<file path="src/rtl/sha_1_stream_core.sv">
// SHA-1 compression engine for multi-block messages: blocks arrive over valid/ready,
// chain through the H state, and the digest is registered once per message.
module sha_1_stream_core #(
   parameter int ROUNDS_PER_CYCLE = 1
) (
   input  logic         clk,
   input  logic         reset,
   input  logic         block_valid,
   output logic         block_ready,
   input  logic         block_first,
   input  logic         block_last,
   input  logic [511:0] block_data,
   output logic         busy,
   output logic [159:0] digest,
   output logic         digest_valid
);
   localparam int R = ROUNDS_PER_CYCLE;

   generate
      if (!(R == 1 || R == 2 || R == 4 || R == 5)) begin : g_bad_rounds
         $error("ROUNDS_PER_CYCLE must be 1, 2, 4 or 5");
      end
   endgenerate

   localparam logic [159:0] H_INIT = {32'h67452301, 32'hefcdab89, 32'h98badcfe,
                                      32'h10325476, 32'hc3d2e1f0};

   typedef enum logic [1:0] {IDLE, ROUND, FINAL} state_t;

   state_t           state_q, state_d;
   logic [159:0]     h_q, h_d;
   logic [31:0]      a_q, a_d, b_q, b_d, c_q, c_d, d_q, d_d, e_q, e_d;
   logic [15:0][31:0] w_q, w_d;
   logic [6:0]       t_q, t_d;
   logic             last_q, last_d;
   logic [159:0]     digest_q, digest_d;
   logic             digest_valid_q, digest_valid_d;
   logic             accept;

   function automatic logic [31:0] rotl(input logic [31:0] x, input int n);
      return (x << n) | (x >> (32 - n));
   endfunction

   // state register
   always_ff @(posedge clk) begin
      if (reset) state_q <= IDLE;
      else       state_q <= state_d;
   end

   // next state
   always_comb begin
      state_d = state_q;
      case (state_q)
         IDLE:    if (accept) state_d = ROUND;
         ROUND:   if (t_q + 7'(R) == 7'd80) state_d = FINAL;
         FINAL:   state_d = IDLE;
         default: state_d = IDLE;
      endcase
   end

   // outputs
   always_comb begin
      block_ready = (state_q == IDLE) && !reset;
      busy        = (state_q != IDLE);
   end

   assign accept       = block_valid && block_ready;
   assign digest       = digest_q;
   assign digest_valid = digest_valid_q;

   always_comb begin : p_datapath
      logic [31:0] ext [0:15+R];
      logic [31:0] ca, cb, cc, cd, ce, f, k, tmp;
      logic [6:0]  tt;

      h_d = h_q;  a_d = a_q;  b_d = b_q;  c_d = c_q;  d_d = d_q;  e_d = e_q;
      w_d = w_q;  t_d = t_q;  last_d = last_q;
      digest_d = digest_q;  digest_valid_d = 1'b0;

      // ext[i] = W[t+i]; the top R entries are the freshly scheduled words
      for (int i = 0; i < 16; i++) ext[i] = w_q[i];
      for (int i = 16; i < 16 + R; i++)
         ext[i] = rotl(ext[i-3] ^ ext[i-8] ^ ext[i-14] ^ ext[i-16], 1);

      ca = a_q;  cb = b_q;  cc = c_q;  cd = d_q;  ce = e_q;
      for (int i = 0; i < R; i++) begin
         tt = t_q + 7'(i);
         if (tt < 7'd20) begin
            f = (cb & cc) | (~cb & cd);            k = 32'h5a827999;
         end else if (tt < 7'd40) begin
            f = cb ^ cc ^ cd;                      k = 32'h6ed9eba1;
         end else if (tt < 7'd60) begin
            f = (cb & cc) | (cb & cd) | (cc & cd); k = 32'h8f1bbcdc;
         end else begin
            f = cb ^ cc ^ cd;                      k = 32'hca62c1d6;
         end
         tmp = rotl(ca, 5) + f + ce + k + ext[i];
         ce = cd;  cd = cc;  cc = rotl(cb, 30);  cb = ca;  ca = tmp;
      end

      case (state_q)
         IDLE: if (accept) begin
            for (int i = 0; i < 16; i++) w_d[i] = block_data[511-32*i -: 32];
            if (block_first) h_d = H_INIT;
            {a_d, b_d, c_d, d_d, e_d} = block_first ? H_INIT : h_q;
            last_d = block_last;
            t_d    = '0;
         end
         ROUND: begin
            {a_d, b_d, c_d, d_d, e_d} = {ca, cb, cc, cd, ce};
            for (int i = 0; i < 16; i++) w_d[i] = ext[i+R];
            t_d = t_q + 7'(R);
         end
         FINAL: begin
            h_d = {h_q[159:128] + a_q, h_q[127:96] + b_q, h_q[95:64] + c_q,
                   h_q[63:32] + d_q, h_q[31:0] + e_q};
            if (last_q) begin
               digest_d       = h_d;
               digest_valid_d = 1'b1;
            end
         end
         default: ;
      endcase
   end

   always_ff @(posedge clk) begin
      if (reset) begin
         h_q <= H_INIT;
         a_q <= '0;  b_q <= '0;  c_q <= '0;  d_q <= '0;  e_q <= '0;
         w_q <= '0;
         t_q <= '0;
         last_q <= 1'b0;
         digest_q <= '0;
         digest_valid_q <= 1'b0;
      end else begin
         h_q <= h_d;
         a_q <= a_d;  b_q <= b_d;  c_q <= c_d;  d_q <= d_d;  e_q <= e_d;
         w_q <= w_d;
         t_q <= t_d;
         last_q <= last_d;
         digest_q <= digest_d;
         digest_valid_q <= digest_valid_d;
      end
   end
endmodule

</file>
<file path="config.mk">
export PLATFORM = sky130hd
export DESIGN_NAME = sha_1_stream_core
export DESIGN_NICKNAME = d
export VERILOG_FILES = /design/src/rtl/sha_1_stream_core.sv
export SDC_FILE = /design/constraint.sdc
export NUM_CORES = 2
export LEC_CHECK = 0
export BUFFER_PORTS_ARGS = -buffer_cell sky130_fd_sc_hd__buf_4
export CORE_ASPECT_RATIO = 0.6
export CORE_MARGIN = 2
export CORE_UTILIZATION = 65
export CTS_BUF_LIST = sky130_fd_sc_hd__clkbuf_2
export DETAILED_ROUTE_END_ITERATION = 7
export GPL_TIMING_DRIVEN = 0
export PLACE_DENSITY = 0.88
export SYNTH_ARGS = -nofsm -noshare
export SYNTH_HDL_FRONTEND = slang
export SYNTH_SLANG_ARGS = --single-unit
</file>
<file path="constraint.sdc">
create_clock -name clk -period 14.63 [get_ports clk]
set_input_delay 0 -clock clk [delete_from_list [all_inputs] [get_ports clk]]
set_output_delay 0 -clock clk [all_outputs]
set_load 0.02 [all_outputs]
</file>
==> flow_summary.ini, run 1 <==
[clocking]
postCtsHoldBufs = 1783
root_buffer = clkbuf_2
cts_setup_buffers = 0
clockBufferDepth = 3
cts.sinks = 1003
cts_buffers = 220
h-tree-depth = 4
cts.repair.resized = 0

[placed_design]
portBuffers = 678
dp_hpwl_um = 202000
gp_congestion = 1.18

[die]
design.portCount = 680
row_count = 81
die_w_um = 374
start_util = 0.656
die_h_um = 226

[synthesis]
synth-async-reset-ratio = 0
synthCells = 6751
syn_nets = 7587
yosys_most_used_dff = dfxtp_1
synth_area_um2 = 53500
avgSynthCellArea_um2 = 7.92
ys_warn_count = 0
synth_edf_count = 0
ys_seq_elements = 1003
ys_types = 78
ys_seq_area_frac = 0.376

[run_status]
firstError = [ERROR RSZ-0060] Max buffer count reached.
status = aborted with a tool error
stop_stage = clock tree synthesis (4_1_cts)
-- kinds of logic after synthesis --
logic type	share of synthesized area
buffers and inverters	0.0546
DFF	0.376
and+or+nand+nor	0.211
AOI/OAI and AO/OA	0.216
muxes	0.00770
xor gates and xnor gates	0.0431
adders and majority gates	0.0922
-- cell usage after synthesis (18+ instances only) --
cell | instances | area, µm²
nand2_1 | 1389 | 5210
dfxtp_1 | 1003 | 20100
nor2_1 | 909 | 3410
clkbuf_1 | 490 | 1840
a311oi_1 | 486 | 4260
a21oi_1 | 388 | 1940
inv_1 | 263 | 987
ha_1 | 194 | 2430
nor3_1 | 194 | 971
xnor2_1 | 168 | 1470
a211oi_1 | 150 | 1130
fa_1 | 125 | 2500
o21ai_0 | 122 | 611
xor2_1 | 95 | 832
a21o_1 | 82 | 616
nor3b_1 | 62 | 465
o22ai_1 | 55 | 344
nand3_1 | 46 | 230
mux2i_1 | 40 | 400
nor2b_1 | 36 | 225
a22oi_1 | 34 | 255
o21a_1 | 27 | 203
a31oi_1 | 24 | 150
nand2b_1 | 24 | 150
o21bai_1 | 23 | 173
a222oi_1 | 22 | 220
nand4_1 | 20 | 125
o221ai_1 | 20 | 175
a221oi_1 | 19 | 166
buf_1 | 19 | 71.3
a22o_1 | 18 | 158
-- per-stage QoR --
| stage | util | instance area, µm² | std cells | setup slack (ps) |
|---|---|---|---|---|
| 3_5_place_dp | 0.735 | 59900 | 8508 | 6990 |
| 3_3_place_gp | 0.735 | 59900 | 8508 | 6960 |
| 2_1_floorplan | - | 53500 | 6751 | 8710 |
==> run 2: changes to the inputs <==
==> config.mk (replaced) <==
export PLATFORM = sky130hd
export DESIGN_NAME = sha_1_stream_core
export DESIGN_NICKNAME = d
export VERILOG_FILES = /design/src/rtl/sha_1_stream_core.sv
export SDC_FILE = /design/constraint.sdc
export NUM_CORES = 2
export LEC_CHECK = 0
export BUFFER_PORTS_ARGS = -buffer_cell sky130_fd_sc_hd__buf_4
export CORE_MARGIN = 2
export CORE_UTILIZATION = 40
export DETAILED_ROUTE_END_ITERATION = 7
export GPL_TIMING_DRIVEN = 0
export PLACE_DENSITY_LB_ADDON = 0.15
export SYNTH_ARGS = -nofsm -noshare
export SYNTH_HDL_FRONTEND = slang
export SYNTH_SLANG_ARGS = --single-unit
==> run 2 against run 1 <==
Compared with the run above:
- the flow now finishes, with violations (max-capacitance violations, max-slew violations)
- synthesized cell count stayed put
- synthesized area stayed put
==> flow_summary.ini, run 2 <==
[synthesis]
synth.area.mux_share = 0.00770
ys_warn_count = 0
synth.area.top_cells = dfxtp_1, nand2_1, a311oi_1, nor2_1, fa_1
yosysMostFrequentCell = nand2_1
synth_edf_count = 0
yosys-top-cells-count = nand2_1, dfxtp_1, nor2_1
synthCells = 6751
synth-simple-area-share = 0.211
synth_area_um2 = 53500
ys_seq_area_frac = 0.376
syn_nets = 7587
ys_types = 78
synth_area_leader_cell = dfxtp_1
synth_top_family_by_area = compound AO/OA/AOI/OAI gates
ys_seq_elements = 1003
synth_compound_area_frac = 0.216
avgSynthCellArea_um2 = 7.92
synth_adder_area_share = 0.0922
synth-xor-area-share = 0.0431
yosys.area.top_type_share = 0.376
yosys_most_used_dff = dfxtp_1
synth-async-reset-ratio = 0

[setup_path]
cp-start-kind = flop
crit_required_ps = 15260
endpoint_kind = flop
worstSetupPathType = reg2reg
cp_data_arrival_time_ps = 8910
crit_fanout = 10

[sta]
setup-tns-final_ps = 0
hold-worst-slack_ps = 57.6
finalCritPeriodShare = 0.566
max_freq_ghz = 0.121
worst_slew_pin_slew_ps = 1550
clock_skew_ps = 40.8
post-route-min-period_ps = 8280
setup_viol = 0
relSlewSlack = -0.0356
rsz0062_at_grt = no
maxSlewViolCount = 11
hold_viol = 0

[layout]
fillers = 12906
final_common_cell = nand2_1
layout.nets = 8891
instances_no_fill = 9929
layout-drive-gt1-share = 0.112
layout_common_cells = nand2_1, dfxtp_1, nor2_1, buf_4, dlygate4sd3_1
final_area_um2 = 69900
syn2layout_area_growth_pct = 30.7
largest_reg_flops = 512

[die]
die_area_um2 = 137000
fp.coreArea_um2 = 133000
die_h_um = 370
start_util = 0.402
design.portCount = 680
row_count = 134
die_w_um = 370

[drt]
vias = 58126
drc_errors = 0
wire_per_inst_um = 27.2
ant_nets = 0
first_pass_iters = 6
viasPerCell = 5.85
routed_wl_um = 270000
first_iter_violations = 5736

[pwr]
seq_power_share = 0.344
pwr-share-comb = 0.341
p_int_mw = 5.97
pwr-share-clk = 0.315
power_density_nw_per_um2 = 139
power_switching_mw = 3.73
vdd_drop_max_mv = 0.103
total_power_mw = 9.70
netSwitchingFraction = 0.385
power_leakage_nw = 28.6

[placed_design]
gp_congestion = 1.02
place_area_um2 = 60800
portBuffers = 678
dp.cells = 9197
dp_hpwl_um = 212000

[min_path]
hp-class = in2reg

[grt]
grt_pass1_wl_um = 381000
grt_usage = 0.381
antenna_found_initial = 19
grt.overflow.total = 0
grt_pass1_vias = 56193
grt_max_degree = 17

[clocking]
clk_pin_slew_worst_paths_ps = 70
clockBufferDepth = 3
cts_tree = built
clock_latency_ps = 770
cts_buffers = 110
h-tree-depth = 3
root_buffer = clkbuf_16
cts.repair.resized = 0
cts.sinks = 1003

[run_status]
status = finished with violations
violations = max-capacitance violations, max-slew violations

[flow_run]
drv_cap = 1
run 2: final cells by class:
type	count	area, µm²	share of cell area
Inverter	266	998	0.0143
Multi-Input combinational cell	4971	30500	0.436
Tap cell	1768	2210	0.0317
Sequential cell	1003	20100	0.287
Clock inverter	52	713	0.0102
Clock buffer	154	3220	0.0461
Timing Repair Buffer	1192	10200	0.146
Buffer	511	1930	0.0276
Antenna cell	12	30.0	0.000430
run 2: timing repair:
| action | in CTS | in global routing |
|---|---|---|
| endpoints found under the setup margin | 0 | 0 |
| buffers inserted | 0 | 0 |
| hold buffers | 514 | 0 |
| endpoints found under the hold margin | 517 | 0 |
run 2: worst paths after layout:
kind                                start                               end  slack (ps)  cells after the start
setup / recovery      t_q[3]$_SDFFE_PP0P_              a_q[30]$_SDFFE_PP0P_        6350                     26
hold / removal            block_data[181]  p_datapath.ext[213]$_SDFFE_PP0P_          60                      4
setup reg to reg      t_q[3]$_SDFFE_PP0P_              a_q[30]$_SDFFE_PP0P_        6350                     26
hold reg to reg   digest[81]$_SDFFE_PP0P_           digest[81]$_SDFFE_PP0P_         450                      2
run 2: kinds of logic (layout without fill, tap and decap cells):
kind of cell	Yosys count	in the layout
compound gates	1598	1598
other cells	0	12
buf+inv	777	2175
simple gates	2750	2750
mux	41	41
xor+xnor	263	263
flops	1003	1003
fa+ha+maj	319	319
run 2: per-layer routing:
layer	track usage	wire length, µm	vias up
li1	-	-	26269
met1	0.448	102000	28165
met2	0.633	126000	2922
met3	0.0703	22100	750
met4	0.252	20800	20
met5	0	121	-
run 2: stage by stage:
| stage | worst slack, ps | utilization |
|---|---|---|
| after floorplan | 8710 | - |
| final | 6350 | 0.525 |
| after global routing | 6010 | 0.525 |
| after CTS | 6670 | 0.525 |
| after detailed placement | 6710 | 0.456 |
| after global placement | 6830 | 0.456 |
run 2: worst max-delay path, cell delays in order (launching register included):
cell and delay [ps]:
dfxtp_1 300, clkbuf_1 190, and3_1 240, a21oi_1 520, nand2_1 450, nand2_1 370, clkinv_1 350, clkbuf_1 420
a221oi_1 900, fa_1 570, inv_1 100, fa_1 410, inv_1 70, fa_1 410, inv_1 70, ha_1 220
clkbuf_1 190, a21o_1 190, a21oi_1 130, o21ai_0 120, a221o_1 430, a31oi_1 430, o31ai_1 200, nor4_1 220
nor3_1 120, mux2i_1 140, a2111oi_0 400
run 2: power by group through the flow:
stage | logic, mW | clock network [mW] | registers, mW
2_1_floorplan | 2.02 | 0 | 3.18
3_3_place_gp | 3.07 | 0 | 3.38
3_5_place_dp | 3.09 | 0 | 3.38
4_1_cts | 3.23 | 3.06 | 3.32
5_1_grt | 3.54 | 3.16 | 3.34
6_report | 3.31 | 3.05 | 3.34
(Power assumes the default switching activity.)
